==> src/rtl/led_step_controller.sv <==
// Step-pulse source for the LED chaser: debounces pause/step/dir buttons and
// produces a one-cycle advance strobe, free-running or single-stepped.
module led_step_controller #(
  parameter logic [23:0] BASE_COUNT      = 24'd10_000_000,
  parameter logic [15:0] DEBOUNCE_CYCLES = 16'd50_000
) (
  input  logic       clk,
  input  logic       reset,
  input  logic       btn_pause_raw,
  input  logic       btn_step_raw,
  input  logic       btn_dir_raw,
  input  logic [1:0] rate_sel,
  output logic       step_pulse,
  output logic       step_dir,
  output logic       running
);

  localparam int unsigned NB    = 3;
  localparam int unsigned CNT_W = 24;
  localparam int unsigned DEB_W = 16;
  localparam int unsigned BTN_PAUSE = 0;
  localparam int unsigned BTN_STEP  = 1;
  localparam int unsigned BTN_DIR   = 2;
  localparam logic [DEB_W-1:0] DEB_LAST = DEBOUNCE_CYCLES - DEB_W'(1);

  typedef enum logic [1:0] {
    ST_RUN    = 2'd0,
    ST_PAUSED = 2'd1,
    ST_STEP   = 2'd2
  } state_e;

  logic [NB-1:0]             raw_c;
  logic [NB-1:0]             sync1_q, sync2_q;
  logic [NB-1:0]             deb_q, deb_d, deb_prev_q;
  logic [NB-1:0][DEB_W-1:0]  deb_cnt_q, deb_cnt_d;
  logic [NB-1:0]             press_c;

  state_e                    state_q;
  logic [CNT_W-1:0]          cnt_q;
  logic [CNT_W-1:0]          period_last_c;
  logic                      terminal_c;
  logic                      step_pulse_q, dir_q, running_q;

  assign raw_c = {btn_dir_raw, btn_step_raw, btn_pause_raw};

  // Debounce: the level changes only after DEBOUNCE_CYCLES consecutive disagreeing samples.
  always_comb begin
    deb_d     = deb_q;
    deb_cnt_d = deb_cnt_q;
    for (int i = 0; i < NB; i++) begin
      if (sync2_q[i] == deb_q[i]) begin
        deb_cnt_d[i] = '0;
      end else if (deb_cnt_q[i] == DEB_LAST) begin
        deb_cnt_d[i] = '0;
        deb_d[i]     = sync2_q[i];
      end else begin
        deb_cnt_d[i] = deb_cnt_q[i] + DEB_W'(1);
      end
    end
  end

  always_ff @(posedge clk) begin
    if (reset) begin
      sync1_q    <= '0;
      sync2_q    <= '0;
      deb_q      <= '0;
      deb_prev_q <= '0;
      deb_cnt_q  <= '0;
    end else begin
      sync1_q    <= raw_c;
      sync2_q    <= sync1_q;
      deb_q      <= deb_d;
      deb_prev_q <= deb_q;
      deb_cnt_q  <= deb_cnt_d;
    end
  end

  // Press event on the rising edge of the debounced level only.
  assign press_c = deb_q & ~deb_prev_q;

  // ">=" lets a switch to a shorter period fire immediately instead of wrapping.
  assign period_last_c = (BASE_COUNT >> rate_sel) - CNT_W'(1);
  assign terminal_c    = (cnt_q >= period_last_c) && !step_pulse_q;

  always_ff @(posedge clk) begin
    if (reset) begin
      state_q      <= ST_RUN;
      cnt_q        <= '0;
      step_pulse_q <= 1'b0;
      dir_q        <= 1'b0;
      running_q    <= 1'b1;
    end else begin
      step_pulse_q <= 1'b0;
      if (press_c[BTN_DIR]) begin
        dir_q <= ~dir_q;
      end
      case (state_q)
        ST_RUN: begin
          if (terminal_c) begin
            cnt_q        <= '0;
            step_pulse_q <= 1'b1;
          end else begin
            cnt_q <= cnt_q + CNT_W'(1);
          end
          if (press_c[BTN_PAUSE]) begin
            state_q   <= ST_PAUSED;
            running_q <= 1'b0;
          end
        end
        ST_PAUSED: begin
          // Pause beats step; a step right behind a final run pulse is dropped.
          if (press_c[BTN_PAUSE]) begin
            state_q   <= ST_RUN;
            running_q <= 1'b1;
            cnt_q     <= '0;
          end else if (press_c[BTN_STEP] && !step_pulse_q) begin
            state_q      <= ST_STEP;
            step_pulse_q <= 1'b1;
          end
        end
        ST_STEP: begin
          state_q <= ST_PAUSED;
        end
        default: begin
          state_q   <= ST_RUN;
          running_q <= 1'b1;
          cnt_q     <= '0;
        end
      endcase
    end
  end

  assign step_pulse = step_pulse_q;
  assign step_dir   = dir_q;
  assign running    = running_q;

endmodule

==> config.mk <==
export PLATFORM = sky130hd
export DESIGN_NAME = led_step_controller
export DESIGN_NICKNAME = d
export VERILOG_FILES = /design/src/rtl/led_step_controller.sv
export SDC_FILE = /design/constraint.sdc
export NUM_CORES = 1
export LEC_CHECK = 0
export BUFFER_PORTS_ARGS = -buffer_cell sky130_fd_sc_hd__buf_2
export CAP_MARGIN = 30
export CORE_ASPECT_RATIO = 1.4
export CORE_MARGIN = 2
export CORE_UTILIZATION = 62
export DETAILED_ROUTE_END_ITERATION = 8
export GPL_TIMING_DRIVEN = 1
export HOLD_SLACK_MARGIN = 0.15
export MAX_ROUTING_LAYER = met4
export PLACE_DENSITY_LB_ADDON = 0.25
export SYNTH_ARGS = -nofsm -noshare
export SYNTH_HDL_FRONTEND = slang
export SYNTH_SLANG_ARGS = --single-unit
==> constraint.sdc <==
create_clock -name clk -period 3.08 [get_ports clk]
set_input_delay 0.308 -clock clk [delete_from_list [all_inputs] [get_ports clk]]
set_output_delay 0.308 -clock clk [all_outputs]
set_load 0.01 [all_outputs]
==> flow_metrics.tcl <==
set metrics [dict create \
    ys_top_cells_by_count "dfxtp_1, nor2_1, nand2_1" \
    relSlewSlack_pct 43.5 \
    synth.mux.area_fraction_pct 0.914 \
    fin_nets 565 \
    cts_buffer_depth 2 \
    yosys.area.top_type_share_pct 40.7 \
    r2r_cells 8 \
    drt_pass1_iterations 4 \
    place.gp.congestion 0.903 \
    core_region_area_um2 6890 \
    r2r_setup_slack_ns 0.58 \
    p_leak_nw 1.69 \
    end_kind "flop" \
    regArea_um2 1780 \
    yosysMostFrequentCell "dfxtp_1" \
    synth_top_family_by_area "simple AND/OR/NAND/NOR gates" \
    min_from "reset" \
    cts_sinks 89 \
    grt_pass1_wl_mm 14.1 \
    worstSetupStartpointType "input pin" \
    max_freq_mhz 377 \
    critical_path_required_ns 3.33 \
    power.switching_mw 0.444 \
    final-setup-viol-count 0 \
    insertion_delay_ns 0.36 \
    die_area_um2 7760 \
    drt-initial-drc-count 179 \
    tns_ns 0 \
    clkTransAtPathRegs_ns 0.08 \
    critPathArrivalTime_ns 2.90 \
    status "finished clean" \
    ant_nets 0 \
    synth_compound_area_share_pct 10.0 \
    synthAdderAreaFrac_pct 8.57 \
    worstSetupPathType "in2reg" \
    stdcell_count 628 \
    post_drt_wl_per_cell_um 13.5 \
    period_needed_ns 2.65 \
    ir_drop_mv 0.368 \
    ys_types 50 \
    antenna_found_initial 0 \
    cell_internal_pwr_mw 1.53 \
    routed_wl_mm 8.45 \
    powerDensity_nw_per_um2 416 \
    crit_fanout 9 \
    drive_gt1_share_pct 7.88 \
    period_share_pct 86.0 \
    cts_max_level 3 \
    synth_area_leaders "dfxtp_1, ha_1, nor2_1" \
    hold_violations 0 \
    antenna_cells 0 \
    die_x_um 75.0 \
    dp_hpwl_mm 6.11 \
    switching_share_pct 22.5 \
    postSynthCellCount 512 \
    rsz0062_at_grt "false" \
    io_pins 10 \
    numPortBuffers 9 \
    synth_simple_gate_area_share_pct 26.1 \
    synth.yosys.seq_area_share_pct 40.7 \
    slew_viol_final 0 \
    skew_ns 0.00720 \
    min_path_type "in2reg" \
    syn_nets 549 \
    p_comb_share_pct 4.1 \
    cts_tree "yes" \
    async_flop_share_pct 0 \
    max_cap_violations 0 \
    whs_ns 0.330 \
    ys.flop_type "dfxtp_1" \
    reg2reg_from "cnt_q[21]" \
    hold_depth 2 \
    multiInputGateArea_um2 2460 \
    clkPwrFrac_pct 36.6 \
    dp_cells 609 \
    overflow 0 \
    synth_xor_area_share_pct 10.6 \
    die_h_um 103 \
    cts_buffers 9 \
    post-synth-top-area-cell "dfxtp_1" \
    synth_edf_count 0 \
    avgSynthCellArea_um2 8.55 \
    finish.utilization_pct 68.8 \
    worstMarginPinSlew_ns 0.844 \
    placed_area_um2 4540 \
    pwr-share-seq_pct 59.2 \
    cts_resized 0 \
    ys_warn_count 0 \
    ys_ff_latch 89 \
    grtUsageTotal_pct 24.3 \
    fillers 581 \
    viasPerCell 5.63 \
    timing.rr.end "cnt_q[7]" \
    cts-root-buf "clkbuf_8" \
    start_util_pct 63.5 \
    grt_pass1_vias 3243 \
    fp-row-count 36 \
    stdcell_area_um2 4740 \
    grt_start_max_net_pins 23 \
    synth.cell_area_um2 4380 \
    via_count 3538 \
    worstHoldEndpoint "step_dir" \
    drcViolationCount 0 \
    area_delta_synth_final_pct 8.29 \
]
[power by group through the flow]
stage                     Combinational, mW  Clock [mW]  Sequential [mW]
final                                0.0817       0.723             1.17
after global routing                 0.0914       0.786             1.17
after CTS                            0.0817       0.745             1.17
after detailed placement             0.0788           0             1.20
after global placement               0.0743           0             1.20
after floorplan                      0.0547           0             1.19
[routing by layer]
| metal | GRT usage (%) | wire length [um] | vias to the layer above |
|---|---|---|---|
| li1 | - | - | 1801 |
| met1 | 28.8 | 3740 | 1638 |
| met2 | 40.1 | 4240 | 84 |
| met3 | 4.26 | 313 | 15 |
| met4 | 10.6 | 161 | 0 |
| met5 | - | 0 | - |
[layout make-up]
type | instances | share of cell area [%]
Timing Repair Buffer | 19 | 2.69
Tap cell | 95 | 2.51
Multi-Input combinational cell | 388 | 51.9
Sequential cell | 89 | 37.6
Clock buffer | 14 | 3.43
Inverter | 21 | 1.66
Clock inverter | 2 | 0.264
[state kept, by name, indices dropped and copies added (netlist names)]
name,cells
sync2_q,3
deb_q,3
running,1
step_dir,1
cnt_q,24
sync1_q,3
deb_cnt_q,48
step_pulse,1
deb_prev_q,3
state_q,2
[critical path, stage by stage]
cell,delay [ns]
buf_2,0.12
inv_1,0.09
ha_1,0.36
inv_1,0.08
ha_1,0.30
nand4_1,0.11
or4_1,0.54
a311oi_1,0.28
nor4_2,0.11
a21oi_2,0.28
buf_4,0.22
o22ai_1,0.10
[timing repair]
action	in CTS	in global routing
setup buffers	0	0
hold buffers	3	0
endpoints found under the hold margin	3	0
[cells in the final DEF, fill, tap and decap left out, types with 10 or more instances in the layout]
cell type | synthesis | layout
clkbuf_8 | 0 | 11
dfxtp_1 | 89 | 89
ha_1 | 30 | 30
inv_1 | 21 | 21
nand2_1 | 53 | 53
nand3_1 | 21 | 21
nand4_1 | 16 | 16
nor2_1 | 78 | 78
nor2b_1 | 10 | 10
o21ai_0 | 28 | 28
xnor2_1 | 26 | 26
xor2_1 | 27 | 27
[worst max-delay path by stage]
stage                 from   endpoint  slack [ns]
2_1_floorplan  rate_sel[1]  cnt_q[18]        0.47
3_3_place_gp   rate_sel[0]   cnt_q[7]        0.20
3_5_place_dp   rate_sel[0]   cnt_q[8]        0.05
4_1_cts        rate_sel[0]   cnt_q[7]        0.45
5_1_grt        rate_sel[0]   cnt_q[8]        0.21
6_report       rate_sel[0]   cnt_q[7]        0.43
[kinds of logic (layout without fill, tap and decap cells)]
logic type,count (synthesis),after routing
muxes,4,4
AOI/OAI and AO/OA,69,69
and+or+nand+nor,232,232
xor gates and xnor gates,53,53
adders and majority gates,30,30
buffers and inverters,35,56
DFF,89,89
[per-stage QoR]
stage          setup slack (ns)  total power [mW]
6_report                  0.430              1.97
2_1_floorplan             0.467              1.25
3_3_place_gp              0.199              1.27
4_1_cts                   0.450              2.00
3_5_place_dp             0.0494              1.27
5_1_grt                   0.209              2.05
(Power assumes the default switching activity.)
